==> config.mk <==
export PLATFORM = sky130hd
export DESIGN_NAME = addr_sreg_flat
export DESIGN_NICKNAME = d
export VERILOG_FILES = /design/src/rtl/addr_sreg_if.sv /design/src/rtl/addr_sreg.sv /design/src/flat_wrapper.sv
export SDC_FILE = /design/constraint.sdc
export NUM_CORES = 1
export LEC_CHECK = 0
export BUFFER_PORTS_ARGS = -buffer_cell sky130_fd_sc_hd__buf_4
export CELL_PAD_IN_SITES_DETAIL_PLACEMENT = 1
export CELL_PAD_IN_SITES_GLOBAL_PLACEMENT = 2
export CORE_ASPECT_RATIO = 0.5
export CORE_MARGIN = 2
export CORE_UTILIZATION = 30
export CTS_BUF_LIST = sky130_fd_sc_hd__clkbuf_16
export DETAILED_ROUTE_END_ITERATION = 10
export PLACE_DENSITY_LB_ADDON = 0.1
export SLEW_MARGIN = 20
export SYNTH_ARGS = -nofsm -noshare
export SYNTH_HDL_FRONTEND = slang
export SYNTH_SLANG_ARGS = --single-unit
==> constraint.sdc <==
create_clock -name clk -period 2.2 [get_ports clk]
set_clock_uncertainty 0.05 [all_clocks]
set_input_delay 0.11 -clock clk [delete_from_list [all_inputs] [get_ports clk]]
set_output_delay 0.11 -clock clk [all_outputs]
set_load 0.05 [all_outputs]
==> src/rtl/addr_sreg_if.sv <==
// addr_sreg_if: host-side serial/count bus of the address shift register
//   sin        serial data in, MSB first
//   shift_en_n active-low shift enable
//   count_n    active-low count enable (ignored while shifting)
//   dir        count direction, 0 = up, 1 = down
//   out        current register value
//   sout       serial readback, MSB of out
//   loaded     last completed burst was exactly DWIDTH bits
//   overrun    current/last burst exceeded DWIDTH bits
//   wrap       one-cycle pulse after a carry/borrow count
//   debug      low byte of out
interface addr_sreg_if #(
    parameter int DWIDTH = 24
) ();
    logic              sin;
    logic              shift_en_n;
    logic              count_n;
    logic              dir;
    logic [DWIDTH-1:0] out;
    logic              sout;
    logic              loaded;
    logic              overrun;
    logic              wrap;
    logic [7:0]        debug;

    modport master (
        output sin, shift_en_n, count_n, dir,
        input  out, sout, loaded, overrun, wrap, debug
    );

    modport slave (
        input  sin, shift_en_n, count_n, dir,
        output out, sout, loaded, overrun, wrap, debug
    );
endinterface

==> src/rtl/addr_sreg.sv <==
// addr_sreg: serial-load address register with up/down step counting,
// serial readback, burst length checking and wrap detection.
//   clk      system clock, all state changes on the rising edge
//   reset_n  asynchronous active-low reset
//   bus      addr_sreg_if slave port (serial in, enables, value and status out)
module addr_sreg #(
    parameter int                DWIDTH    = 24,
    parameter logic [DWIDTH-1:0] STEP      = DWIDTH'(1),
    parameter logic [DWIDTH-1:0] RESET_VAL = '0
) (
    input logic       clk,
    input logic       reset_n,
    addr_sreg_if.slave bus
);
    localparam int             CW   = $clog2(DWIDTH + 1);
    localparam logic [CW-1:0]  FULL = CW'(DWIDTH);

    logic [DWIDTH-1:0] val;
    logic [CW-1:0]     bitcnt;
    logic              shift_en_d;
    logic              loaded_q;
    logic              overrun_q;
    logic              wrap_q;
    logic [DWIDTH:0]   sum;

    // One extra bit so the MSB carries the carry (up) or borrow (down).
    always_comb
        sum = bus.dir ? {1'b0, val} - {1'b0, STEP} : {1'b0, val} + {1'b0, STEP};

    always_ff @(posedge clk or negedge reset_n) begin
        if (!reset_n) begin
            val        <= RESET_VAL;
            bitcnt     <= '0;
            shift_en_d <= 1'b1;
            loaded_q   <= 1'b0;
            overrun_q  <= 1'b0;
            wrap_q     <= 1'b0;
        end else begin
            shift_en_d <= bus.shift_en_n;
            if (!bus.shift_en_n) begin
                val    <= {val[DWIDTH-2:0], bus.sin};
                wrap_q <= 1'b0;
                if (shift_en_d) begin
                    bitcnt    <= CW'(1);
                    loaded_q  <= 1'b0;
                    overrun_q <= 1'b0;
                end else if (bitcnt < FULL) begin
                    bitcnt <= bitcnt + CW'(1);
                end else begin
                    overrun_q <= 1'b1;
                end
            end else begin
                // Burst end: judge the length, a count in this cycle still applies.
                if (!shift_en_d) begin
                    loaded_q <= (bitcnt == FULL) && !overrun_q;
                    bitcnt   <= '0;
                end
                wrap_q <= !bus.count_n && sum[DWIDTH];
                if (!bus.count_n)
                    val <= sum[DWIDTH-1:0];
            end
        end
    end

    assign bus.out     = val;
    assign bus.sout    = val[DWIDTH-1];
    assign bus.debug   = 8'(val);
    assign bus.loaded  = loaded_q;
    assign bus.overrun = overrun_q;
    assign bus.wrap    = wrap_q;
endmodule
==> src/flat_wrapper.sv <==
// flat-port wrapper written by rule: the top's interface ports become plain ports
module addr_sreg_flat 
#(
    parameter int                DWIDTH    = 24,
    parameter logic [DWIDTH-1:0] STEP      = DWIDTH'(1),
    parameter logic [DWIDTH-1:0] RESET_VAL = '0
)
  (clk, reset_n, bus_sin, bus_shift_en_n, bus_count_n, bus_dir, bus_out, bus_sout, bus_loaded, bus_overrun, bus_wrap, bus_debug);
  addr_sreg_if #(.DWIDTH(DWIDTH)) bus_i ();
  input logic clk;
  input logic reset_n;
  input wire logic [$bits(bus_i.sin)-1:0] bus_sin;
  input wire logic [$bits(bus_i.shift_en_n)-1:0] bus_shift_en_n;
  input wire logic [$bits(bus_i.count_n)-1:0] bus_count_n;
  input wire logic [$bits(bus_i.dir)-1:0] bus_dir;
  output wire logic [$bits(bus_i.out)-1:0] bus_out;
  output wire logic [$bits(bus_i.sout)-1:0] bus_sout;
  output wire logic [$bits(bus_i.loaded)-1:0] bus_loaded;
  output wire logic [$bits(bus_i.overrun)-1:0] bus_overrun;
  output wire logic [$bits(bus_i.wrap)-1:0] bus_wrap;
  output wire logic [$bits(bus_i.debug)-1:0] bus_debug;
  assign bus_i.sin = bus_sin;
  assign bus_i.shift_en_n = bus_shift_en_n;
  assign bus_i.count_n = bus_count_n;
  assign bus_i.dir = bus_dir;
  assign bus_out = bus_i.out;
  assign bus_sout = bus_i.sout;
  assign bus_loaded = bus_i.loaded;
  assign bus_overrun = bus_i.overrun;
  assign bus_wrap = bus_i.wrap;
  assign bus_debug = bus_i.debug;
  addr_sreg #(.DWIDTH(DWIDTH), .STEP(STEP), .RESET_VAL(RESET_VAL)) u_core (.clk(clk), .reset_n(reset_n), .bus(bus_i));
endmodule
==> reports/metrics.yaml <==
outcome:
  status: "complete, no violations"
clock_tree:
  tritoncts: "built"
  clk_path_buf_depth: 2
  clk_latency_ns: 0.28
  htree_levels: 2
  numClockSinks: 33
  cts_made_buffers: 5
  path_clk_slew_ns: 0.06
  clockRootBuffer: "clkbuf_16"
cells_and_area:
  antenna_cells: 0
  fillers: 1125
  regArea_um2: 850
  nNetsFinal: 493
  multi_input_area_um2: 2100
  drive_gt1_share_pct: 38.7
  area_growth_pct: 45.4
  final_cells: 583
  final_util_pct: 44.5
  postLayoutCellArea_um2: 4170
synthesis:
  synthTopCellsByCount: "46 x a21oi_1, 39 x nor2_1, 37 x nand2_1"
  syn_area_per_cell_um2: 7.85
  synth.most_common_cell: "a21oi_1"
  synthCells: 365
  netlist_area_um2: 2870
  synth_top_area_share_pct: 27.9
  ys_warn_count: 0
  synthFlopType: "dfrtp_1"
  synth_xor_area_share_pct: 4.89
  synthArstFlopShare_pct: 100
  yosys.area.top_type: "dfrtp_1"
  synth.distinct_cells: 51
  synth_area_leaders: "dfrtp_1 28%, ha_1 11%, a21oi_1 8.0%"
  yosysSeqAreaShare_pct: 28.9
  synthMuxAreaShare_pct: 2.84
  synth_top_family_by_area: "compound AO/OA/AOI/OAI gates"
  synth-edff-count: 0
  synth_fp_nets: 397
  synthAdderAreaFrac_pct: 11.6
  synth_compound_area_share_pct: 25.5
  synth-simple-area-share_pct: 20.6
  ys_ff_latch: 33
min_path:
  hp-class: "in2reg"
route:
  postRouteAntennaNets: 0
  post_drt_wl_per_cell_um: 17.9
  dr.pass1.iters: 4
  drc: 0
  vias: 3062
  drt_iter0_markers: 76
  wirelength_mm: 10.4
  vias_per_cell: 5.25
power_and_ir_drop:
  total_power_mw: 6.29
  p_leak_nw: 1.87
  peakVddDrop_mv: 0.623
  p_per_area_nw_per_um2: 1510
run:
  drv_cap: 0
timing:
  slew_violations: 0
  hold_viol_final: 0
  finalSetupViolations: 0
  timing.final.ws_setup_ns: 0.00614
  timing.final.crit_share_pct: 99.7
  worst_pin_slew_ns: 0.487
  rsz0062_at_grt: "yes"
  fin_tns_setup_ns: 0
  whs_ns: 0.0174
  relSlewSlack_pct: 67.6
  fmax_mhz: 456
  fin_crit_ns: 2.19
global_route:
  grt_pass1_wl_mm: 16.6
  antenna_found_initial: 0
  grt_use_total_pct: 20.5
  overflow: 0
  grt_pass1_vias: 3222
  grt_max_degree: 37
worst_setup_path:
  critPathMaxFanout: 5
  worst_ep_arrival_time_ns: 2.32
  crit_path_end_kind: "register"
  crit_family: "compound AO/OA/AOI/OAI gates"
  cp.buffers_inverters: 3
  worstSetupPathType: "reg2reg"
  cp.required_ns: 2.33
  path_cells: "buf_6, inv_4, fa_2, nand2b_4, a21oi_4, o211ai_1, a31oi_1, buf_4, o21ai_2, a31o_2"
  max_stage_delay_ns: 0.41
  cpMaxStageDelayCell: "dfrtp_2"
  start_kind: "register"
floorplan:
  start_util_pct: 30.6
  coreArea_um2: 9350
  io_pins: 42
  dieWidth_um: 142
  fp.dieArea_um2: 10400
  die_h_um: 73.1
  rows: 25
placement:
  dp_hpwl_mm: 7.88
  io_buffers: 41
  place.gp.congestion: 0.840
  dp.cells: 569
  place_ws_ns: -0.0617
  placed_cell_area_um2: 3830
==> path summary, 6_finish.rpt <==
path | from | to | slack, ns | cells after the start
max reg2reg | u_core.bus.out[1] | u_core.bus.wrap | 0.006 | 10
max in group asynchronous | reset_n | u_core.bus.out[9] | 1.45 | 2
max | u_core.bus.out[1] | u_core.bus.wrap | 0.006 | 10
min reg2reg | u_core.bus.out[11] | u_core.bus.out[12] | 0.50 | 2
min in group asynchronous | reset_n | u_core.bitcnt[3] | 0.28 | 2
min | bus_sin | u_core.bus.out[0] | 0.02 | 2
==> timing repair <==
action / 4_1_cts / 5_1_grt
hold endpoints to repair: 32 / 0
pin swaps: 3 / 9
hold buffers: 1 / 0
setup endpoints to repair: 4 / 10
setup buffers: 0 / 5
resized for setup: 6 / 20
==> sequential cells by signal (all words and copies together) (netlist names) <==
| signal | flops |
|---|---|
| u_core.bitcnt | 5 |
| u_core.bus.loaded | 1 |
| u_core.bus.out | 24 |
| u_core.bus.overrun | 1 |
| u_core.bus.wrap | 1 |
| u_core.shift_en_d | 1 |
==> cells by family (layout without fill, tap and decap cells) <==
group                      count (synthesis)  after routing
AOI/OAI and AO/OA                        119            119
buffers and inverters                     34            131
adders and majority gates                 26             26
xor gates and xnor gates                  16             16
DFF                                       33             33
and+or+nand+nor                          129            129
muxes                                      8              8
==> worst reg2reg max path: cells and delay by family, from the launching register on <==
family	cells	cell delay, ns
compound gates	5	0.81
buf+inv	3	0.31
simple gates	1	0.16
flops	1	0.41
fa+ha+maj	1	0.35
==> per-layer routing <==
layer | part of all wire, % | global-route usage [%]
met5 | 0 | 0
met3 | 3.3 | 4.33
met2 | 47 | 36.6
met1 | 48 | 26.3
met4 | 1.3 | 3.11
==> where the power goes <==
group / switching (mW) / leakage [nW] / internal [mW] / total [mW]
combinational: 2.56 / 1.41 / 1.87 / 4.43
clock: 0.305 / 0.0800 / 0.537 / 0.841
sequential: 0.196 / 0.384 / 0.823 / 1.02
==> cell usage in the layout (no fill, tap or decap), drive strengths merged, types with 5 or more instances in the layout <==
master / n
o21a: 6
nand3: 17
xnor2: 12
nand2: 37
nor2: 39
nor3: 10
buf: 113
inv: 9
o21ai: 27
dfrtp: 32
mux2i: 7
and3: 11
nand4: 5
ha: 25
clkbuf: 5
a21oi: 46
o211ai: 5
a21o: 6
==> layout make-up <==
cell class / count / share of cell area (%)
clock inverters: 3 / 1.11
multi-input cells: 298 / 50.3
inverters: 9 / 0.871
well taps: 121 / 3.63
clock buffers: 5 / 3.00
flip-flops and latches: 33 / 20.4
repair buffers: 114 / 20.7
Power figures use the tool's default switching activity.
